### src/rtl/pc_sequencer.sv
// ----------------------------------------------------------------------------
// pc_sequencer
//   Owns the program counter of the single-issue CPU. Each cycle it decides
//   whether the PC advances (PC+4), branches (PC+4+offset*4) or holds because
//   of a memory stall or a multi-cycle MULT. It also qualifies the register
//   file write enable so that each instruction writes exactly once, in the
//   cycle in which the PC advances.
//
// Ports
//   CLK             in   clock, all state updates on the rising edge
//   RESET           in   synchronous active-low reset
//   ALUOP[2:0]      in   ALU operation, 3'b100 = MULT
//   WRITEENABLE_IN  in   register write request from the control unit
//   BRANCH[1:0]     in   00 sequential, 01 jump, 10 BEQ, 11 BNE
//   ZERO            in   ALU zero flag of the current instruction
//   OFFSET[7:0]     in   signed branch/jump offset in instruction words
//   BUSYWAIT        in   memory stall request
//   PC              out  current program counter (register)
//   STALL           out  PC will not change at the next edge
//   WRITEENABLE_OUT out  qualified register-file write enable
//   BRANCH_TAKEN    out  branch decision for the current instruction
// ----------------------------------------------------------------------------
module pc_sequencer #(
   parameter int                  PC_WIDTH     = 32,
   parameter logic [PC_WIDTH-1:0] RESET_PC     = '0,
   parameter int                  MULT_LATENCY = 3
) (
   input  logic                CLK,
   input  logic                RESET,
   input  logic [2:0]          ALUOP,
   input  logic                WRITEENABLE_IN,
   input  logic [1:0]          BRANCH,
   input  logic                ZERO,
   input  logic [7:0]          OFFSET,
   input  logic                BUSYWAIT,
   output logic [PC_WIDTH-1:0] PC,
   output logic                STALL,
   output logic                WRITEENABLE_OUT,
   output logic                BRANCH_TAKEN
);

   // CNT only ever holds values up to MULT_LATENCY-1
   localparam int               CNT_W      = (MULT_LATENCY > 1) ? $clog2(MULT_LATENCY) : 1;
   localparam logic [CNT_W-1:0] CNT_LOAD   = CNT_W'((MULT_LATENCY > 1) ? (MULT_LATENCY - 1) : 0);
   localparam logic [CNT_W-1:0] CNT_ONE    = CNT_W'(1);
   localparam logic [CNT_W-1:0] CNT_ZERO   = CNT_W'(0);
   localparam logic             MULT_MC    = (MULT_LATENCY > 1) ? 1'b1 : 1'b0;
   localparam logic [2:0]       ALUOP_MULT = 3'b100;

   typedef enum logic [0:0] {
      ST_RUN       = 1'b0,
      ST_MULT_WAIT = 1'b1
   } state_t;

   state_t                r_state;
   state_t                w_state_nxt;
   logic [CNT_W-1:0]      r_cnt;
   logic [CNT_W-1:0]      w_cnt_nxt;
   logic [PC_WIDTH-1:0]   r_pc;
   logic [PC_WIDTH-1:0]   w_pc_nxt;
   logic [PC_WIDTH-1:0]   w_pc_adv;
   logic [PC_WIDTH-1:0]   w_offset_ext;
   logic                  w_taken;
   logic                  w_stall;
   logic                  w_is_mult;
   logic                  w_cnt_gt1;

   // A MULT only needs the wait state when it spans more than one cycle
   assign w_is_mult = MULT_MC & (ALUOP == ALUOP_MULT);
   assign w_cnt_gt1 = (r_cnt > CNT_ONE);

   // Word offset -> byte offset, sign-extended to the PC width
   assign w_offset_ext = {{(PC_WIDTH-10){OFFSET[7]}}, OFFSET, 2'b00};

   // Branch decision from the branch type and the ALU zero flag
   always_comb begin
      w_taken = 1'b0;
      case (BRANCH)
         2'b00:   w_taken = 1'b0;
         2'b01:   w_taken = 1'b1;
         2'b10:   w_taken = ZERO;
         2'b11:   w_taken = ~ZERO;
         default: w_taken = 1'b0;
      endcase
   end

   // Address of the following instruction; wraps silently at 2^PC_WIDTH
   assign w_pc_adv = r_pc + PC_WIDTH'(32'd4) + (w_taken ? w_offset_ext : {PC_WIDTH{1'b0}});

   // Stall whenever the PC will not move at the coming edge
   always_comb begin
      w_stall = 1'b0;
      if (!RESET) begin
         w_stall = 1'b1;
      end else if (BUSYWAIT) begin
         w_stall = 1'b1;
      end else begin
         case (r_state)
            ST_RUN:       w_stall = w_is_mult;
            ST_MULT_WAIT: w_stall = w_cnt_gt1;
            default:      w_stall = 1'b0;
         endcase
      end
   end

   // Next-state, next-count and next-PC selection
   always_comb begin
      w_state_nxt = r_state;
      w_cnt_nxt   = r_cnt;
      w_pc_nxt    = r_pc;
      if (BUSYWAIT) begin
         // memory stall freezes everything, in either state
         w_state_nxt = r_state;
      end else begin
         case (r_state)
            ST_RUN: begin
               if (w_is_mult) begin
                  w_cnt_nxt   = CNT_LOAD;
                  w_state_nxt = ST_MULT_WAIT;
               end else begin
                  w_pc_nxt = w_pc_adv;
               end
            end
            ST_MULT_WAIT: begin
               if (w_cnt_gt1) begin
                  w_cnt_nxt = r_cnt - CNT_ONE;
               end else begin
                  w_pc_nxt    = w_pc_adv;
                  w_cnt_nxt   = CNT_ZERO;
                  w_state_nxt = ST_RUN;
               end
            end
            default: begin
               w_cnt_nxt   = CNT_ZERO;
               w_state_nxt = ST_RUN;
            end
         endcase
      end
   end

   // State, counter and PC registers with synchronous active-low reset
   always_ff @(posedge CLK) begin
      if (!RESET) begin
         r_pc    <= RESET_PC;
         r_state <= ST_RUN;
         r_cnt   <= CNT_ZERO;
      end else begin
         r_pc    <= w_pc_nxt;
         r_state <= w_state_nxt;
         r_cnt   <= w_cnt_nxt;
      end
   end

   assign PC              = r_pc;
   assign STALL           = w_stall;
   assign WRITEENABLE_OUT = WRITEENABLE_IN & ~w_stall;
   assign BRANCH_TAKEN    = w_taken;

endmodule

### config.mk
export PLATFORM = sky130hd
export DESIGN_NAME = pc_sequencer
export DESIGN_NICKNAME = d
export VERILOG_FILES = /design/src/rtl/pc_sequencer.sv
export SDC_FILE = /design/constraint.sdc
export NUM_CORES = 1
export LEC_CHECK = 0
export BUFFER_PORTS_ARGS = -buffer_cell sky130_fd_sc_hd__buf_2
export CORE_MARGIN = 2
export CORE_UTILIZATION = 40
export DETAILED_ROUTE_END_ITERATION = 7
export MAX_ROUTING_LAYER = met4
export PLACE_DENSITY = 0.71
export SYNTH_ARGS = -nofsm -noshare
export SYNTH_HDL_FRONTEND = slang
export SYNTH_SLANG_ARGS = --single-unit
### constraint.sdc
create_clock -name CLK -period 2.89 [get_ports CLK]
set_input_delay 0 -clock CLK [delete_from_list [all_inputs] [get_ports CLK]]
set_output_delay 0 -clock CLK [all_outputs]
set_load 0.005 [all_outputs]
# [Word-level counts from Yosys, hierarchy flattened]
# Index checks and enable logic that the tools add are counted.
[classes] add_sub_neg=3 multipliers=0 div_mod_pow=0 magnitude_cmp=1 n_eq_ne=7 shift=0 mux=14 bitwise=5 n_reduce_logical=3
[op_table] operator="$mux W32" count=3
[op_table] operator="$pmux W32 S2" count=1
[op_table] operator="$add A32 B3 Y32 const B" count=1
[op_table] operator="$add A32 B32 Y32" count=1
[op_table] operator="$ne A2 B2 Y1 const B" count=3
[op_table] operator="$eq A2 B2 Y1 const B" count=2
[op_table] operator="$mux W1" count=4
[op_table] operator="$mux W2" count=2
[op_table] operator="$not A1 Y1" count=4
[op_table] operator="$pmux W1 S2" count=2
[op_table] operator="$pmux W1 S4" count=1
[op_table] operator="$pmux W2 S2" count=1
[op_table] operator="$eq A3 B3 Y1 const B" count=1
[op_table] operator="$reduce_and A3 Y1" count=1
[op_table] operator="$eq A2 B1 Y1 const B" count=1
[op_table] operator="$gt A2 B1 Y1 const B" count=1
[op_table] operator="$logic_not A2 Y1" count=1
[op_table] operator="$reduce_and A2 Y1" count=1
[op_table] operator="$sub A2 B1 Y2 const B" count=1
[op_table] operator="$and A1 B1 Y1" count=1
[word_totals] reg_bits=35 latch_bits=0 ram_bits=0 rom_bits=0 input_bits=18 output_inout_bits=35 elab_cells=36 memories=0

# [Depth between registers and ports, before layout]
[depth] ltp_word=6 depth_mapped=16 ltp_nobuf=15

# [Least setup slack after synthesis]
# No wires, ideal clock.
[synth_path] path_type="input port to flip-flop" startpoint="in ZERO" endpoint="reg r_pc[31], in the netlist PC[31]" setup_ps=72 t_arrival_ps=3125 required_time_ps=2818 path_slack_ps=-306 cell_stages=15 cell_sequence="nand2_1 > xnor2_1 > clkbuf_1 > and2_1 > ha_1 > ha_1 > fa_1 > a21oi_1 > o211a_1 > a221oi_2 > a31o_4 > a221oi_4 > o221a_4 > mux2i_1 > mux2i_1"
[synth_between] elab_chain_len=6 word_cells_on_any_way=7
[synth_rtl] element="from (decl)" line_no="33" source="input logic ZERO,"
[synth_rtl] element="$not A1 Y1" line_no="82" source="2'b11: w_taken = ~ZERO;"
[synth_rtl] element="$pmux W1 S4 (*)" line_no="78" source="case (BRANCH)"
[synth_rtl] element="named net BRANCH_TAKEN" line_no="39" source="output logic BRANCH_TAKEN"
[synth_rtl] element="$mux W32 (*)" line_no="88" source="assign w_pc_adv = r_pc + PC_WIDTH'(32'd4) + (w_taken ? w_offset_ext : {PC_WIDTH{1'b0}});"
[synth_rtl] element="$add A32 B32 Y32 (*)" line_no="88"
[synth_rtl] element="$mux W32, on equally long branches" line_no="125, 117"
[synth_rtl] element="$pmux W32 S2 (*)" line_no="115" source="case (r_state)"
[synth_rtl] element="to (signal assigned)" line_no="148" source="r_pc <= w_pc_nxt;"
[synth_rtl] element="to (decl)" line_no="59" source="logic [PC_WIDTH-1:0] r_pc;"
# The timed path passes the listed nets; every way through them passes the cells marked *. The select of a mux whose other input is x is not followed.
# A chain may end at the register's enable or synchronous reset.

# [Worst setup path in the final report]
[layout_path] startpoint="reg r_pc[3], in the netlist PC[3]" endpoint="reg r_pc[31], in the netlist PC[31]"
[layout_between] elab_chain_len=4 word_cells_on_any_way=5
[layout_rtl] element="$add A32 B3 Y32 (*)" line_no="88"
[layout_rtl] element="$add A32 B32 Y32 (*)" line_no="88"
[layout_rtl] element="$mux W32, on equally long branches" line_no="125, 117"
[layout_rtl] element="$pmux W32 S2 (*)" line_no="115"
# Mark *: on every way between the ends. The rest lies on a longest branch, timed or not. The select of a mux whose other input is x is not followed.

==> results_dict.tcl <==
set metrics [dict create \
    run_status "complete, no violations" \
    detail_route.wirelength_mm 8.69 \
    final_period_minus_worst_setup_slack_ps 2880 \
    pwr_cell_area_nw_per_um2 392 \
    cap_violations 0 \
    syn_inst 428 \
    floorplan.initialDensity 0.407 \
    chipWidth_um 95.0 \
    cts_hold_repair_buffers 0 \
    worstPathMaxFanout 3 \
    dr.pass1.iters 4 \
    first_global_vias 3217 \
    crit_chain "ha_4 -> ha_4 -> fa_2 -> a21oi_2 -> o211a_1 -> a221oi_4 -> a31o_4 -> a221oi_4 -> o221a_4 -> mux2i_2 -> mux2i_1" \
    synthTopCellsByArea "sky130_fd_sc_hd__dfxtp_1 (20%), sky130_fd_sc_hd__ha_1 (13%), sky130_fd_sc_hd__xnor2_1 (9.0%), sky130_fd_sc_hd__nand2_1 (5.7%), sky130_fd_sc_hd__and3_1 (4.5%)" \
    layout.cells.non_filler 612 \
    yosys.area.top_type_share 0.199 \
    critical-path-slowest-cell "sky130_fd_sc_hd__dfxtp_4" \
    cpPeakStageDelay_ps 350 \
    async_reset_ff_frac 0 \
    routed_wire_length_per_instance_um 14.2 \
    synth.cell_area_um2 3310 \
    critPathKind "reg -> reg" \
    pin_count_of_the_biggest_net_entering_global_routing 42 \
    drive_above_1_share 0.264 \
    synth_most_common_cell "sky130_fd_sc_hd__nand2_1" \
    path_clk_slew_ps 70 \
    synth_xor_area_frac 0.116 \
    clock_insertion_delay_worst_skew_ps 290 \
    min_from "BUSYWAIT" \
    critical_path.n_buffers_inverters 0 \
    h-tree-depth 2 \
    ios 53 \
    drc_errors 0 \
    synth_top_family_by_area "compound AO/OA/AOI/OAI gates" \
    clk_root_buffer_cell "sky130_fd_sc_hd__clkbuf_8" \
    synth_adder_area_share 0.138 \
    first_pass_grt_wire_length_mm 14.5 \
    compound_gate_portion_of_the_synthesized_area 0.260 \
    grt.total_usage 0.208 \
    fin_worst_skew_ps 7.84 \
    ctsLongestPathBuffers 2 \
    max_freq_mhz 347 \
    hpwlAfterDp_mm 6.58 \
    post_synthesis_average_cell_area_um2 7.74 \
    dp_worst_setup_slack_ps -377 \
    cp-end-kind "register" \
    ys_warn_count 0 \
    detail-route-antenna-nets 0 \
    ys_seq_area_frac 0.199 \
    chipHeight_um 95.0 \
    n_antenna_cell 0 \
    worst_hold_path_type "in -> reg" \
    use_met2 0.355 \
    port-buffer-count 50 \
    top_usage_layer "met2" \
    synth_enable_flop_cells 0 \
    worst_ir_drop_vdd_uv 214 \
    area_growth_syn_to_layout_pct 28.0 \
    synth_top_area_cell "sky130_fd_sc_hd__dfxtp_1" \
    ys_dominant_reg_cell "sky130_fd_sc_hd__dfxtp_1" \
    design_area_um2 4240 \
    synth-seq-cells 33 \
    met3_global_route_usage 0.0245 \
    tritoncts.num_buffers 5 \
    globalRouteOverflowTotal 0 \
    synth.mux.area_fraction 0.00604 \
    gpl.final_weighted_congestion 0.911 \
    netlist_top_cells_count "sky130_fd_sc_hd__nand2_1 (50), sky130_fd_sc_hd__ha_1 (35), sky130_fd_sc_hd__xnor2_1 (34)" \
    regToRegStartpoint "PC[3]$_SDFFE_PN0P_" \
    rsz_0062_raised_after_global_routing "true" \
    cp-startpoint "PC[3]$_SDFFE_PN0P_" \
    post-place-cells 600 \
    worstPathRequired_ps 3110 \
    setup_violations 0 \
    timing.final.hold_violations 0 \
    detailedRoute.firstIterationViolations 146 \
    antenna_found_initial 0 \
    cts_num_sinks 33 \
    detailroute.via_count 3337 \
    power.leakage_uw 0.00206 \
    min_period_over_period 0.997 \
    post_synth_and_or_nand_nor_area_fraction 0.233 \
    max_slew.worst_pin.slew_ps 540 \
    post_synth_num_cell_types 58 \
    max-slew-margin-rel 0.636 \
    die_area_um2 9030 \
    arrival_ps 3100 \
    per_cell_via_count_in_the_routed_design 5.45 \
    tritoncts_clock_tree "done" \
    setup_slack_ps 8.63 \
    core_um2 8130 \
    slew_violations 0 \
    largest_delay_share_family_worst_path "compound AO/OA/AOI/OAI gates" \
    standard_cell_area_after_detailed_placement_um2 4010 \
    grt.met1_usage 0.251 \
    final_nets 561 \
    rows 33 \
    worstSetupStartpointType "register" \
]
[tightest hold or removal path: stages]
cell                       delay, ps
sky130_fd_sc_hd__buf_2           130
sky130_fd_sc_hd__nor2_1           50
sky130_fd_sc_hd__nand3_1          70
sky130_fd_sc_hd__a21boi_0         70
[power by group]
group	internal (uW)	switching, uW	total (uW)	leakage, uW
combinational	361	387	748	0.00175
clock	189	176	366	0.0000443
sequential	501	49.0	550	0.000271
[area by class of cell]
| cell class | count | area [um^2] |
|---|---|---|
| Tap cell | 105 | 131 |
| Timing Repair Buffer | 99 | 656 |
| Fill cell | 771 | 3890 |
| Inverter | 10 | 37.5 |
| Sequential cell | 33 | 666 |
| Multi-Input combinational cell | 358 | 2670 |
| Clock buffer | 7 | 86.3 |
[flip-flops by register name, indices dropped and copies added, names as in the netlist]
name / flops
r_state: 1
r_cnt: 2
PC: 30
[metrics by stage]
stage,TNS (ps),util,hold WS (ps),power (uW)
6_report,0,0.522,69.4,1660
5_1_grt,-131,0.522,102,1780
4_1_cts,0,0.507,62.2,1650
3_5_place_dp,-2780,0.493,301,1270
3_3_place_gp,-1700,0.493,301,1240
2_1_floorplan,-8.88,-,100,1020
[per-layer routing]
layer / wire length (um) / up-vias / part of all wire
met3: 362 / 11 / 0.042
met2: 4190 / 78 / 0.48
met5: 0 / - / 0
met1: 4000 / 1562 / 0.46
li1: - / 1686 / -
met4: 131 / 0 / 0.015
[what timing repair did]
item                                    in CTS  in global routing
setup buffers                                1                  4
pin swaps                                    2                  9
endpoints found under the setup margin       2                  9
gates resized for setup                      1                 18
[final timing paths]
path | end | slack [ps] | cells after the start
worst max-delay path | PC[31]$_SDFFE_PN0P_ | 9 | 11
worst max register to register | PC[31]$_SDFFE_PN0P_ | 9 | 11
worst min-delay path | r_cnt[0]$_SDFFE_PN0P_ | 70 | 4
worst min register to register | PC[31]$_SDFFE_PN0P_ | 480 | 2
[logic make-up after synthesis]
| group | after synthesis |
|---|---|
| flops | 33 |
| other cells | 1 |
| fa+ha+maj | 36 |
| xor+xnor | 44 |
| mux | 2 |
| buf+inv | 38 |
| compound gates | 122 |
| simple gates | 152 |
[placed cells by master (no fill, tap or decap), drive strengths merged, types with 3 or more instances in the layout]
cell type  netlist  layout
nand3           22      22
dfxtp           33      33
a21oi           26      26
xor2            10      10
nor2            15      15
and3            24      24
nand4            5       5
o21bai           4       4
o21a             3       3
inv             10      10
xnor2           34      34
and2            22      22
a211o            4       4
ha              35      35
buf              6      99
nand2b           4       4
o211a            3       3
a211oi           4       4
a21o            13      13
a21boi          11      11
clkbuf          22       7
a31oi            3       3
o21ai           32      32
nand2           50      50
nand4b           3       3
Note: power is estimated with default switching activity, not from simulation.
